**config.mk**
```make
export PLATFORM = sky130hd
export DESIGN_NAME = sensor_scan_ctrl
export DESIGN_NICKNAME = d
export VERILOG_FILES = /design/src/rtl/sensor_scan_pkg.sv /design/src/rtl/sync_edge_det.sv /design/src/rtl/sensor_scan_ctrl.sv
export SDC_FILE = /design/constraint.sdc
export NUM_CORES = 1
export LEC_CHECK = 0
export CAP_MARGIN = 20
export CORE_AREA = 3 3 111 113
export CTS_CLUSTER_DIAMETER = 30
export DETAILED_ROUTE_END_ITERATION = 6
export DIE_AREA = 0 0 114 116
export GPL_TIMING_DRIVEN = 0
export PLACE_DENSITY = 0.85
export SLEW_MARGIN = 10
export SYNTH_ARGS = -nofsm -noshare
export SYNTH_HDL_FRONTEND = slang
export SYNTH_SLANG_ARGS = --single-unit
```
**constraint.sdc**
```tcl
create_clock -name FPGA_CLK -period 4.3 [get_ports FPGA_CLK]
set_input_delay 0.645 -clock FPGA_CLK [delete_from_list [all_inputs] [get_ports FPGA_CLK]]
set_output_delay 0.645 -clock FPGA_CLK [all_outputs]
set_load 0.1 [all_outputs]
```
**src/rtl/sensor_scan_pkg.sv**
```systemverilog
// Shared types and default constants for the line-sensor frame sequencer.
// Build option: define SCAN_TIMEOUT_EN to enable the READOUT watchdog.
package sensor_scan_pkg;

    typedef enum logic [1:0] {
        S_IDLE    = 2'd0,
        S_INTEG   = 2'd1,
        S_READOUT = 2'd2,
        S_GAP     = 2'd3
    } scan_state_e;

    localparam int DEF_DIV     = 8;
    localparam int DEF_INTEG   = 6000;
    localparam int DEF_PERIOD  = 40000;
    localparam int DEF_PIX_W   = 11;
    localparam int DEF_CNT_W   = 21;
    localparam int DEF_TIMEOUT = 4096;

endpackage

```
**src/rtl/sync_edge_det.sv**
```systemverilog
// Two-flop synchronizer for an asynchronous sensor pin followed by a
// registered rising-edge detector; rise_o is a one-cycle pulse.
module sync_edge_det (
    input  logic clk_i,
    input  logic rst_ni,
    input  logic async_i,
    output logic rise_o
);

    logic meta_q;
    logic sync_q;
    logic prev_q;
    logic rise_q;

    always_ff @(posedge clk_i or negedge rst_ni) begin
        if (!rst_ni) begin
            meta_q <= 1'b0;
            sync_q <= 1'b0;
            prev_q <= 1'b0;
            rise_q <= 1'b0;
        end else begin
            meta_q <= async_i;
            sync_q <= meta_q;
            prev_q <= sync_q;
            rise_q <= sync_q & ~prev_q;
        end
    end

    assign rise_o = rise_q;

endmodule

```
**src/rtl/sensor_scan_ctrl.sv**
```systemverilog
// Frame sequencer for the line image sensor: SENSOR_CLK divider, ST pulse,
// EOC pixel strobes and EOS frame close. Build option: SCAN_TIMEOUT_EN.
module sensor_scan_ctrl
    import sensor_scan_pkg::*;
#(
    parameter int DIV     = DEF_DIV,
    parameter int CNT_W   = DEF_CNT_W,
    parameter int PIX_W   = DEF_PIX_W,
    parameter int TIMEOUT = DEF_TIMEOUT
) (
    input  logic             FPGA_CLK,
    input  logic             FPGA_RST,
    input  logic             START,
    input  logic             CONT,
    input  logic             ABORT,
    input  logic [CNT_W-1:0] INTEG,
    input  logic [CNT_W-1:0] PERIOD,
    input  logic             EOC,
    input  logic             EOS,
    output logic             SENSOR_CLK,
    output logic             ST,
    output logic             PIX_VALID,
    output logic [PIX_W-1:0] PIX_IDX,
    output logic             FRAME_DONE,
    output logic [PIX_W-1:0] PIX_COUNT,
    output logic             BUSY,
    output logic             ERR_TIMEOUT,
    output scan_state_e      dbg_state_o
);

    localparam int               DIV_W    = (DIV > 1) ? $clog2(DIV) : 1;
    localparam logic [DIV_W-1:0] DIV_LAST = DIV_W'(DIV - 1);
    localparam logic [PIX_W-1:0] PIX_MAX  = '1;
    localparam logic [CNT_W-1:0] CNT_MAX  = '1;

    logic [DIV_W-1:0] div_cnt_q;
    logic             sclk_q;
    logic             div_tick;
    logic             sclk_rise;
    logic             sclk_fall;

    scan_state_e      state_q, state_d;
    logic             st_q, st_d;
    logic [CNT_W-1:0] integ_len_q, integ_len_d;
    logic [CNT_W-1:0] period_len_q, period_len_d;
    logic [CNT_W-1:0] integ_cnt_q, integ_cnt_d;
    logic [CNT_W-1:0] per_cnt_q, per_cnt_d;
    logic [PIX_W-1:0] pix_cnt_q, pix_cnt_d;
    logic [PIX_W-1:0] pix_cnt_inc;
    logic             pix_valid_q, pix_valid_d;
    logic [PIX_W-1:0] pix_idx_q, pix_idx_d;
    logic             frame_done_q, frame_done_d;
    logic [PIX_W-1:0] pix_count_q, pix_count_d;

    logic eoc_rise;
    logic eos_rise;

`ifdef SCAN_TIMEOUT_EN
    localparam int              WD_W       = $clog2(TIMEOUT + 1);
    localparam logic [WD_W-1:0] WD_TIMEOUT = WD_W'(TIMEOUT);
    logic [WD_W-1:0] wd_cnt_q, wd_cnt_d;
    logic            err_q, err_d;
    assign ERR_TIMEOUT = err_q;
`else
    logic unused_timeout;
    assign unused_timeout = (TIMEOUT > 0);
    assign ERR_TIMEOUT    = 1'b0;
`endif

    sync_edge_det u_eoc_det (
        .clk_i   (FPGA_CLK),
        .rst_ni  (FPGA_RST),
        .async_i (EOC),
        .rise_o  (eoc_rise)
    );

    sync_edge_det u_eos_det (
        .clk_i   (FPGA_CLK),
        .rst_ni  (FPGA_RST),
        .async_i (EOS),
        .rise_o  (eos_rise)
    );

    // Ticks fire in the same cycle the divided clock register toggles.
    assign div_tick  = (div_cnt_q == DIV_LAST);
    assign sclk_rise = div_tick & ~sclk_q;
    assign sclk_fall = div_tick &  sclk_q;

    always_comb begin
        state_d      = state_q;
        st_d         = st_q;
        integ_len_d  = integ_len_q;
        period_len_d = period_len_q;
        integ_cnt_d  = integ_cnt_q;
        per_cnt_d    = per_cnt_q;
        pix_cnt_d    = pix_cnt_q;
        pix_valid_d  = 1'b0;
        pix_idx_d    = pix_idx_q;
        frame_done_d = 1'b0;
        pix_count_d  = pix_count_q;
        pix_cnt_inc  = (pix_cnt_q == PIX_MAX) ? pix_cnt_q : pix_cnt_q + PIX_W'(1);
`ifdef SCAN_TIMEOUT_EN
        wd_cnt_d     = wd_cnt_q;
        err_d        = err_q;
`endif

        // Frame period counter; re-zeroed at every ST rise.
        if (state_q != S_IDLE && sclk_rise && per_cnt_q != CNT_MAX) begin
            per_cnt_d = per_cnt_q + CNT_W'(1);
        end

        if (ABORT) begin
            state_d = S_IDLE;
            st_d    = 1'b0;
        end else begin
            case (state_q)
                S_IDLE: begin
                    if (START) begin
                        integ_len_d  = (INTEG == '0) ? CNT_W'(1) : INTEG;
                        period_len_d = PERIOD;
                        pix_cnt_d    = '0;
                        state_d      = S_INTEG;
`ifdef SCAN_TIMEOUT_EN
                        err_d        = 1'b0;
`endif
                    end
                end
                S_INTEG: begin
                    if (!st_q) begin
                        if (sclk_fall) begin
                            st_d        = 1'b1;
                            per_cnt_d   = '0;
                            integ_cnt_d = '0;
                        end
                    end else begin
                        if (sclk_rise) begin
                            integ_cnt_d = integ_cnt_q + CNT_W'(1);
                        end
                        if (sclk_fall && integ_cnt_q >= integ_len_q) begin
                            st_d    = 1'b0;
                            state_d = S_READOUT;
`ifdef SCAN_TIMEOUT_EN
                            wd_cnt_d = '0;
`endif
                        end
                    end
                end
                S_READOUT: begin
`ifdef SCAN_TIMEOUT_EN
                    if (sclk_rise && wd_cnt_q != WD_TIMEOUT) begin
                        wd_cnt_d = wd_cnt_q + WD_W'(1);
                    end
`endif
                    // A pixel arriving with EOS is counted before the frame closes.
                    if (eoc_rise) begin
                        pix_valid_d = 1'b1;
                        pix_idx_d   = pix_cnt_q;
                        pix_cnt_d   = pix_cnt_inc;
                    end
                    if (eos_rise) begin
                        pix_count_d  = pix_cnt_d;
                        frame_done_d = 1'b1;
                        state_d      = S_GAP;
                    end
`ifdef SCAN_TIMEOUT_EN
                    else if (wd_cnt_q == WD_TIMEOUT) begin
                        pix_count_d  = pix_cnt_d;
                        frame_done_d = 1'b1;
                        err_d        = 1'b1;
                        state_d      = S_IDLE;
                    end
`endif
                end
                S_GAP: begin
                    if (per_cnt_q >= period_len_q) begin
                        if (CONT) begin
                            integ_len_d  = (INTEG == '0) ? CNT_W'(1) : INTEG;
                            period_len_d = PERIOD;
                            pix_cnt_d    = '0;
                            state_d      = S_INTEG;
                        end else begin
                            state_d = S_IDLE;
                        end
                    end
                end
                default: state_d = S_IDLE;
            endcase
        end
    end

    always_ff @(posedge FPGA_CLK or negedge FPGA_RST) begin
        if (!FPGA_RST) begin
            div_cnt_q    <= '0;
            sclk_q       <= 1'b0;
            state_q      <= S_IDLE;
            st_q         <= 1'b0;
            integ_len_q  <= '0;
            period_len_q <= '0;
            integ_cnt_q  <= '0;
            per_cnt_q    <= '0;
            pix_cnt_q    <= '0;
            pix_valid_q  <= 1'b0;
            pix_idx_q    <= '0;
            frame_done_q <= 1'b0;
            pix_count_q  <= '0;
`ifdef SCAN_TIMEOUT_EN
            wd_cnt_q     <= '0;
            err_q        <= 1'b0;
`endif
        end else begin
            div_cnt_q    <= div_tick ? '0 : div_cnt_q + DIV_W'(1);
            sclk_q       <= div_tick ? ~sclk_q : sclk_q;
            state_q      <= state_d;
            st_q         <= st_d;
            integ_len_q  <= integ_len_d;
            period_len_q <= period_len_d;
            integ_cnt_q  <= integ_cnt_d;
            per_cnt_q    <= per_cnt_d;
            pix_cnt_q    <= pix_cnt_d;
            pix_valid_q  <= pix_valid_d;
            pix_idx_q    <= pix_idx_d;
            frame_done_q <= frame_done_d;
            pix_count_q  <= pix_count_d;
`ifdef SCAN_TIMEOUT_EN
            wd_cnt_q     <= wd_cnt_d;
            err_q        <= err_d;
`endif
        end
    end

    assign SENSOR_CLK  = sclk_q;
    assign ST          = st_q;
    assign PIX_VALID   = pix_valid_q;
    assign PIX_IDX     = pix_idx_q;
    assign FRAME_DONE  = frame_done_q;
    assign PIX_COUNT   = pix_count_q;
    assign BUSY        = (state_q != S_IDLE);
    assign dbg_state_o = state_q;

endmodule

```
==> results.sh, run 1 <==
export IMPL_finalCritPeriodShare=0.730
export IMPL_io_pins=79
export IMPL_start_kind="flip-flop"
export IMPL_die_height_um=116
export IMPL_clockRootBuffer="clkbuf_16"
export IMPL_wl_met2_um=7630
export IMPL_io_buffers=76
export IMPL_overflow=0
export IMPL_grt_pass1_vias=5395
export IMPL_grt_antenna_before_repair=0
export IMPL_max_clock_path_buffers=2
export IMPL_rows=39
export IMPL_nNetsFinal=882
export IMPL_endpoint_kind="primary output"
export IMPL_drcViolationCount=0
export IMPL_grt_pass1_wl_um=25300
export IMPL_hp_class="input pin to asynchronous set/reset pin"
export IMPL_numCtsBuffers=17
export IMPL_place_gp_congestion=0.882
export IMPL_ir_worst_vdd_mv=0.509
export IMPL_die_area_um2=13200
export IMPL_synth_area_per_cell_um2=10.2
export IMPL_outcome="completed"
export IMPL_top_layer_used="met4"
export IMPL_cp_required_ns=3.65
export IMPL_ys_warn_count=0
export IMPL_wl_per_cell_um=16.0
export IMPL_insertion_delay_ns=0.43
export IMPL_grt_max_degree=95
export IMPL_hpwl_um=10600
export IMPL_clock_fmax_mhz=318
export IMPL_synth_flop_cell="dfrtp_1"
export IMPL_drt_pass1_iter_count=5
export IMPL_cts_hold_buf=0
export IMPL_cap_violations=0
export IMPL_period_needed_ns=3.14
export IMPL_skew_ns=0.00630
export IMPL_synth_top_cell_area_share=0.482
export IMPL_post_cts_resized=0
export IMPL_cp_arrival_ns=2.50
export IMPL_power_uw=5200
export IMPL_drt_iter0_markers=359
export IMPL_cts_clk_slew_worst_paths_ns=0.05
export IMPL_area_growth_pct=23.2
export IMPL_slew_violations=0
export IMPL_fin_cells=937
export IMPL_die_x_um=114
export IMPL_post_place_cells=905
export IMPL_vias_per_cell=5.65
export IMPL_ant_nets=0
export IMPL_cts_htree_levels=4
export IMPL_drive_gt1_frac=0.121
export IMPL_grt_usage=0.244
export IMPL_power_density_nw_per_um2=607
export IMPL_worst_slew_pin_slew_ns=1.01
export IMPL_hold_viol_final=0
export IMPL_async_flop_share=1.00
export IMPL_hold_slack_ns=0.129
export IMPL_slew_headroom=0.322
export IMPL_ys_types=62
export IMPL_cts_tree="built"
export IMPL_routed_via_count=5297
export IMPL_syn_nets=786
export IMPL_routedLengthMet1_um=6280
export IMPL_syn_cell_area_um2=6960
export IMPL_yosysTopAreaCell="dfrtp_1"
export IMPL_start_util=0.609
export IMPL_synth_edf_count=0
export IMPL_wl_um=15000
export IMPL_leakagePower_uw=0.00399
export IMPL_synthCells=685
export IMPL_met3_length_um=731
export IMPL_worst_setup_path_type="flip-flop to primary output"
export IMPL_placed_area_um2=7930
export IMPL_path_max_fanout=5
export IMPL_coreArea_um2=11400
export IMPL_ys_seq_area_frac=0.482
export IMPL_cts_sinks=134
export IMPL_postCtsSetupBuffers=0
export IMPL_postLayoutCellArea_um2=8570
export IMPL_synthTopCellsByArea="dfrtp_1 48%, ha_1 9.4%, mux2_2 7.0%"
export IMPL_ys_ff_latch=134
export IMPL_setup_viol_count_final=0
export IMPL_antenna_cells=0
export IMPL_rsz0062_at_grt="false"
-- critical path: stages (launching register included) --
cell and delay (ns):
dfrtp_1 0.43, inv_1 0.14, ha_1 0.25, inv_1 0.11, clkdlybuf4s50_1 1.14
-- path summary, 6_finish.rpt --
check                            startpoint  depth (start not counted)               end  slack [ns]
setup / recovery             dbg_state_o[0]                          4              BUSY        1.16
hold / removal                     FPGA_RST                          1      PIX_COUNT[8]        0.13
setup reg to reg              per_cnt_q[10]                          8  period_len_q[17]        1.65
hold reg to reg            u_eos_det.meta_q                          0  u_eos_det.sync_q        0.35
max in group asynchronous          FPGA_RST                          2   period_len_q[7]        3.40
min in group FPGA_CLK      u_eos_det.meta_q                          0  u_eos_det.sync_q        0.35
-- through the flow --
stage               setup TNS (ns)  setup WS, ns   util
finish                           0          1.16  0.751
global route                     0          1.06  0.751
CTS                              0          1.12  0.751
detailed placement               0          1.59  0.694
global placement           -331.40         -2.48  0.692
floorplan                        0          1.24      -
-- kinds of logic after synthesis --
logic type,after synthesis,synth area share
compound gates,87,0.0807
xor+xnor,42,0.0529
fa+ha+maj,52,0.0935
buf+inv,79,0.0498
flops,134,0.482
mux,44,0.0710
other cells,1,0.000539
simple gates,246,0.170
-- area by class of cell --
cell class	count	area, um2
Buffer	20	125
Inverter	59	221
Clock inverter	8	143
Tap cell	143	179
Timing Repair Buffer	77	790
Fill cell	794	2850
Sequential cell	134	3350
Clock buffer	24	502
Multi-Input combinational cell	472	3260
-- state kept, by name (all words and copies together) (netlist names), 2 cells and up --
register      flops
per_cnt_q        21
div_cnt_q         3
PIX_COUNT        11
PIX_IDX          11
period_len_q     21
integ_len_q      21
pix_cnt_q        11
dbg_state_o       2
integ_cnt_q      21
-- layer usage --
| metal | GRT usage | vias up |
|---|---|---|
| met4 | 0.103 | 0 |
| met5 | 0 | - |
| li1 | - | 2538 |
| met1 | 0.299 | 2591 |
| met2 | 0.414 | 133 |
| met3 | 0.0606 | 35 |
-- power by group --
| group | total (uW) | switching, uW | leakage, uW | internal [uW] |
|---|---|---|---|---|
| clock | 1570 | 526 | 0.000316 | 1040 |
| combinational | 1770 | 996 | 0.00199 | 772 |
| sequential | 1860 | 263 | 0.00169 | 1600 |
| total | 5200 | 1790 | 0.00399 | 3420 |
-- placed cells by master (no fill, tap or decap), drive strengths merged, types with 29 or more instances in the layout --
master | synthesis | routed
o21ai | 29 | 29
clkdlybuf4s50 | 0 | 75
nand3 | 31 | 31
nor2 | 62 | 62
nand2 | 81 | 81
ha | 52 | 52
mux2 | 43 | 43
clkbuf | 9 | 33
inv | 58 | 58
xor2 | 29 | 29
dfrtp | 134 | 134
-- synthesized netlist by cell type (all sizes together), types with 5 or more instances --
| master | instances |
|---|---|
| a21oi | 20 |
| a31oi | 6 |
| and3 | 15 |
| buf | 11 |
| clkbuf | 9 |
| dfrtp | 134 |
| ha | 52 |
| inv | 58 |
| mux2 | 43 |
| nand2 | 81 |
| nand2b | 6 |
| nand3 | 31 |
| nand4 | 15 |
| nor2 | 62 |
| nor2b | 5 |
| nor3 | 5 |
| nor4 | 8 |
| o21ai | 29 |
| xnor2 | 13 |
| xor2 | 29 |
Power figures use the tool's default switching activity.
==> run 2, diff against run 1 <==
--- a/config.mk
+++ b/config.mk
@@ -6,12 +6,12 @@
 export NUM_CORES = 1
 export LEC_CHECK = 0
 export CAP_MARGIN = 20
-export CORE_AREA = 3 3 111 113
+export CORE_AREA = 3 3 115 117
 export CTS_CLUSTER_DIAMETER = 30
 export DETAILED_ROUTE_END_ITERATION = 6
-export DIE_AREA = 0 0 114 116
+export DIE_AREA = 0 0 118 120
 export GPL_TIMING_DRIVEN = 0
-export PLACE_DENSITY = 0.85
+export PLACE_DENSITY = 0.8
 export SLEW_MARGIN = 10
 export SYNTH_ARGS = -nofsm -noshare
 export SYNTH_HDL_FRONTEND = slang
==> constraint.sdc (replaced) <==
create_clock -name FPGA_CLK -period 3.1 [get_ports FPGA_CLK]
set_input_delay 0.465 -clock FPGA_CLK [delete_from_list [all_inputs] [get_ports FPGA_CLK]]
set_output_delay 0.465 -clock FPGA_CLK [all_outputs]
set_load 0.1 [all_outputs]
==> run 2 against run 1 <==
The flow now finishes with violations (negative hold slack). Worst setup slack got worse by 1.0 ns. Die area rose by 7.1%. Count of clock-buffer cells in the layout fell by 5. Total power rose by 36%. Final area fell by 0.10%. First-iteration DRC count fell by 20%. Sequential power rose by 40%. Clock power rose by 29%. Sequential cell count did not move. Non-clock buffer count did not move. Largest cell class unchanged. Highest routed layer unchanged.
==> results.sh, run 2 (synthesized netlist as in run 1, its figures left out) <==
export IMPL_cts_hold_buf=0
export IMPL_post_cts_resized=0
export IMPL_crit_family="buffers and inverters"
export IMPL_path_max_fanout=5
export IMPL_fin_ws_ns=0.153
export IMPL_postCtsSetupBuffers=0
export IMPL_clock_fmax_mhz=339
export IMPL_antenna_cells=0
export IMPL_register_area_um2=3350
export IMPL_hold_viol_final=3
export IMPL_cts_tree="built"
export IMPL_finalCritPeriodShare=0.951
export IMPL_cp_required_ns=2.63
export IMPL_die_x_um=118
export IMPL_hold_slack_ns=-0.00307
export IMPL_worst_path_buf_inv=3
export IMPL_power_density_nw_per_um2=829
export IMPL_outcome="complete, but fails checks"
export IMPL_slowest_delay_ns=1.14
export IMPL_worst_r2r_path_depth=8
export IMPL_die_height_um=120
export IMPL_ant_nets=0
export IMPL_max_clock_path_buffers=2
export IMPL_hpwl_um=11300
export IMPL_nFillCells=918
export IMPL_skew_ns=0.00928
export IMPL_nNetsFinal=882
export IMPL_place_gp_congestion=0.870
export IMPL_crit_start="dbg_state_o[0]"
export IMPL_grt_pass1_vias=5521
export IMPL_io_buffers=76
export IMPL_cts_sinks=134
export IMPL_grt_usage=0.228
export IMPL_endpoint_kind="primary output"
export IMPL_cts_htree_levels=4
export IMPL_grt_antenna_before_repair=0
export IMPL_setup_viol_count_final=0
export IMPL_rr_endpoint="period_len_q[19]"
export IMPL_wl_um=15100
export IMPL_hp_class="input pin to asynchronous set/reset pin"
export IMPL_violations="negative hold slack"
export IMPL_drcViolationCount=0
export IMPL_routedLengthMet1_um=6300
export IMPL_clockRootBuffer="clkbuf_16"
export IMPL_die_area_um2=14200
export IMPL_insertion_delay_ns=0.42
export IMPL_cp_cell_sequence="inv_1 > ha_1 > inv_1 > clkdlybuf4s50_1"
export IMPL_worst_setup_path_type="flip-flop to primary output"
export IMPL_start_util=0.558
export IMPL_worst_slew_pin_slew_ns=1.03
export IMPL_final_common_cell="dfrtp_1"
export IMPL_area_growth_pct=23.1
export IMPL_drt_pass1_iter_count=4
export IMPL_grt_pass1_wl_um=25900
export IMPL_top_layer_used="met4"
export IMPL_wl_met2_um=7860
export IMPL_cp_arrival_ns=2.48
export IMPL_post_route_util=0.687
export IMPL_cap_violations=0
export IMPL_place_ws_ns=0.354
export IMPL_grt_max_degree=81
export IMPL_period_needed_ns=2.95
export IMPL_start_kind="flip-flop"
export IMPL_cpMostUsedCell="inv_1"
export IMPL_final_cell_mix="134 x dfrtp_1, 81 x nand2_1, 75 x clkdlybuf4s50_1"
export IMPL_slew_headroom=0.311
export IMPL_ir_worst_vdd_mv=0.516
export IMPL_rows=41
export IMPL_overflow=0
export IMPL_met3_length_um=535
export IMPL_drt_iter0_markers=286
export IMPL_drive_gt1_frac=0.122
export IMPL_io_pins=79
export IMPL_r2r_slack_ns=0.31
export IMPL_r2r_start="per_cnt_q[19]"
export IMPL_multiInputGateArea_um2=3260
export IMPL_slew_violations=0
export IMPL_numCtsBuffers=17
export IMPL_routed_via_count=5265
export IMPL_cp_slowest_cell="clkdlybuf4s50_1"
export IMPL_rsz0062_at_grt="false"
export IMPL_coreArea_um2=12500
export IMPL_cts_clk_slew_worst_paths_ns=0.06
export IMPL_vias_per_cell=5.45
export IMPL_leakagePower_uw=0.00396
export IMPL_wl_per_cell_um=15.6
## run 2: worst max-delay path by stage
stage	endpoint	slack, ns	depth (start not counted)
global route	BUSY	0.06	4
global placement	period_len_q[1]	-3.43	1
detailed placement	period_len_q[16]	0.35	8
finish	BUSY	0.15	4
CTS	BUSY	0.15	4
floorplan	integ_len_q[10]	0.04	8
## run 2: stage by stage
step           hold slack, ns  cell area, um2  cells  total power [uW]  TNS, ns
2_1_floorplan           0.169            6960    685              4360        0
3_3_place_gp            0.334            7930    933              4900  -458.59
3_5_place_dp            0.336            7960    934              5080        0
4_1_cts                0.0101            8560    966              7140        0
5_1_grt                0.0345            8560    966              7550        0
6_report             -0.00307            8560    966              7100        0
## run 2: metal layers
layer	track usage	vias to the layer above
li1	-	2542
met1	0.275	2582
met2	0.397	108
met3	0.0419	33
met4	0.107	0
met5	0	-
## run 2: layout make-up
| cell class | count | area share |
|---|---|---|
| Clock buffer | 19 | 0.0517 |
| Tap cell | 172 | 0.0251 |
| Multi-Input combinational cell | 472 | 0.381 |
| Sequential cell | 134 | 0.392 |
| Inverter | 59 | 0.0259 |
| Timing Repair Buffer | 77 | 0.0922 |
| Clock inverter | 13 | 0.0183 |
| Buffer | 20 | 0.0146 |
## run 2: report_power, final
part | internal [uW] | leakage [uW] | switching [uW]
Sequential | 2220 | 0.00169 | 379
Combinational | 1070 | 0.00199 | 1400
Clock | 1280 | 0.000281 | 751
Total | 4570 | 0.00396 | 2530
==> run 3, diff against run 2 <==
--- a/config.mk
+++ b/config.mk
@@ -6,13 +6,14 @@
 export NUM_CORES = 1
 export LEC_CHECK = 0
 export CAP_MARGIN = 20
-export CORE_AREA = 3 3 115 117
+export CORE_AREA = 2 2 114 116
 export CTS_CLUSTER_DIAMETER = 30
 export DETAILED_ROUTE_END_ITERATION = 6
-export DIE_AREA = 0 0 118 120
+export DIE_AREA = 0 0 116 118
 export GPL_TIMING_DRIVEN = 0
 export PLACE_DENSITY = 0.8
 export SLEW_MARGIN = 10
 export SYNTH_ARGS = -nofsm -noshare
 export SYNTH_HDL_FRONTEND = slang
+export SYNTH_HIERARCHICAL = 1
 export SYNTH_SLANG_ARGS = --single-unit
==> run 3 against run 2 <==
The flow now finishes without violations. Clock skew about the same. Maximum frequency shrank 1.2%. Sequential cell count unchanged. Synthesized area grew 0.65%. Core utilization is 1.4 points higher. Synthesized cell count decreased by 1.6%. Sequential power shrank 2%. Total power hardly changed. Count of clock-buffer cells in the layout did not move. Die area shrank 3.3%. Worst setup slack got worse by 0.034 ns. Register-to-register slack worse by 0.09 ns. Highest routed layer unchanged.
==> results.sh, run 3 <==
export IMPL_slew_violations=0
export IMPL_r2r_start="integ_cnt_q[15]"
export IMPL_cap_violations=0
export IMPL_finalCritPeriodShare=0.962
export IMPL_worst_setup_path_type="flip-flop to primary output"
export IMPL_overflow=0
export IMPL_post_place_cells=924
export IMPL_synth_area_per_cell_um2=10.4
export IMPL_leakagePower_uw=0.00399
export IMPL_start_util=0.564
export IMPL_ir_worst_vdd_mv=0.605
export IMPL_ant_nets=0
export IMPL_die_x_um=116
export IMPL_grt_use_met2=0.419
export IMPL_fin_cells=956
export IMPL_path_max_fanout=7
export IMPL_drcViolationCount=0
export IMPL_postCtsSetupBuffers=0
export IMPL_max_clock_path_buffers=2
export IMPL_coreArea_um2=12400
export IMPL_cts_sinks=134
export IMPL_nFillCells=891
export IMPL_cts_clk_slew_worst_paths_ns=0.06
export IMPL_yosysTopAreaCell="dfrtp_1"
export IMPL_synthTopCellsByArea="dfrtp_1 48%, ha_1 9.3%, mux2_2 7.9%"
export IMPL_cp_arrival_ns=2.52
export IMPL_r2r_slack_ns=0.22
export IMPL_cts_tree="built"
export IMPL_rsz0062_at_grt="false"
export IMPL_grt_usage=0.244
export IMPL_synthTopCellsByCount="134 x dfrtp_1, 55 x inv_1, 55 x nand2_1, 52 x ha_1, 51 x nor2_1"
export IMPL_cts_hold_buf=0
export IMPL_grt_antenna_before_repair=0
export IMPL_grt_use_met3=0.0639
export IMPL_grt_max_degree=72
export IMPL_async_flop_share=1.00
export IMPL_worst_r2r_path_depth=8
export IMPL_outcome="completed"
export IMPL_skew_ns=0.00909
export IMPL_synthCells=674
export IMPL_rows=41
export IMPL_slowest_delay_ns=1.14
export IMPL_place_gp_congestion=0.878
export IMPL_crit_family="buffers and inverters"
export IMPL_io_buffers=77
export IMPL_syn_nets=775
export IMPL_cts_htree_levels=4
export IMPL_wl_per_cell_um=16.0
export IMPL_clockRootBuffer="clkbuf_16"
export IMPL_post_cts_resized=0
export IMPL_drive_gt1_frac=0.134
export IMPL_cpMostUsedCell="inv_1"
export IMPL_endpoint_kind="primary output"
export IMPL_cp_required_ns=2.63
export IMPL_area_growth_pct=24.3
export IMPL_numCtsBuffers=17
export IMPL_period_needed_ns=2.98
export IMPL_busiest_layer="met2"
export IMPL_hold_slack_ns=0.0249
export IMPL_postLayoutCellArea_um2=8700
export IMPL_drt_iter0_markers=316
export IMPL_nNetsFinal=872
export IMPL_grt_use_met1=0.286
export IMPL_hpwl_um=11100
export IMPL_worst_slew_pin_slew_ns=1.02
export IMPL_synth_edf_count=0
export IMPL_syn_cell_area_um2=7000
export IMPL_grt_pass1_vias=5567
export IMPL_hold_viol_final=0
export IMPL_slew_headroom=0.319
export IMPL_placed_area_um2=8020
export IMPL_clock_fmax_mhz=335
export IMPL_insertion_delay_ns=0.43
export IMPL_synth_top_cell_area_share=0.479
export IMPL_die_area_um2=13700
export IMPL_cp_cell_sequence="inv_1 > ha_1 > inv_1 > clkdlybuf4s50_1"
export IMPL_setup_viol_count_final=0
export IMPL_place_ws_ns=0.274
export IMPL_ys_seq_area_frac=0.479
export IMPL_io_pins=79
export IMPL_wl_um=15300
export IMPL_grt_pass1_wl_um=26000
export IMPL_vias_per_cell=5.60
export IMPL_fin_ws_ns=0.119
export IMPL_ys_warn_count=6
export IMPL_drt_pass1_iter_count=5
export IMPL_rr_endpoint="dbg_state_o[0]"
export IMPL_hp_class="input pin to asynchronous set/reset pin"
export IMPL_synth_flop_cell="dfrtp_1"
export IMPL_routed_via_count=5354
export IMPL_power_density_nw_per_um2=815
export IMPL_final_common_cell="dfrtp_1"
export IMPL_die_height_um=118
export IMPL_ys_types=58
export IMPL_cp_slowest_cell="clkdlybuf4s50_1"
export IMPL_worst_path_buf_inv=3
export IMPL_start_kind="flip-flop"
export IMPL_yosysMostFrequentCell="dfrtp_1"
export IMPL_ys_ff_latch=134
export IMPL_power_uw=7100
export IMPL_final_cell_mix="134 x dfrtp_1, 76 x clkdlybuf4s50_1, 55 x inv_1, 55 x nand2_1, 52 x ha_1"
export IMPL_antenna_cells=0
[run 3: area by class of cell]
class | count | area [um2] | area share
Sequential cell | 134 | 3350 | 0.385
Multi-Input combinational cell | 462 | 3340 | 0.383
Timing Repair Buffer | 78 | 800 | 0.0918
Clock buffer | 19 | 453 | 0.0520
Clock inverter | 13 | 226 | 0.0260
Tap cell | 172 | 215 | 0.0247
Inverter | 56 | 210 | 0.0241
Buffer | 22 | 109 | 0.0125
[run 3: stage by stage]
step                 util  setup TNS, ns
floorplan               -              0
global placement    0.644        -461.67
detailed placement  0.646              0
CTS                 0.701              0
global route        0.701              0
finish              0.701              0
[run 3: kinds of logic after synthesis]
group,count (synthesis),synth area share
other,1,0.000535
buffers and inverters,78,0.0456
adder cells (fa/ha/maj),52,0.0929
multiplexers,55,0.0877
AND/OR/NAND/NOR,208,0.151
AO/OA/AOI/OAI,108,0.0959
flip-flops,134,0.479
XOR/XNOR,38,0.0475
[run 3: worst max path at each step]
stage / from / to / slack, ns / cells past startpoint
after global routing: per_cnt_q[7] / pix_cnt_q[4] / 0.03 / 9
final: dbg_state_o[0] / BUSY / 0.12 / 4
after detailed placement: ABORT / per_cnt_q[14] / 0.27 / 7
after global placement: FPGA_RST / u_eoc_det/meta_q / -3.45 / 1
after floorplan: dbg_state_o[0] / dbg_state_o[0] / 0.17 / 6
after CTS: dbg_state_o[0] / BUSY / 0.12 / 4
[run 3: per-layer routing]
metal	up-vias	share of wire
met1	2625	0.41
met4	0	0.026
met2	150	0.52
met5	-	0
li1	2547	-
met3	32	0.045
[run 3: worst reg2reg max path, stage by stage (launching register included)]
cell	delay, ns
dfrtp_1	0.44
ha_1	0.33
nand4_1	0.18
nor4_1	0.60
a221oi_1	0.18
o31a_1	0.15
and3_1	0.23
a211oi_1	0.46
mux2i_1	0.24
[run 3: where the power goes]
group	total [uW]	leakage [uW]	internal (uW)	switching, uW
sequential	2550	0.00169	2190	352
clock	2280	0.000325	1550	734
combinational	2270	0.00198	1010	1260
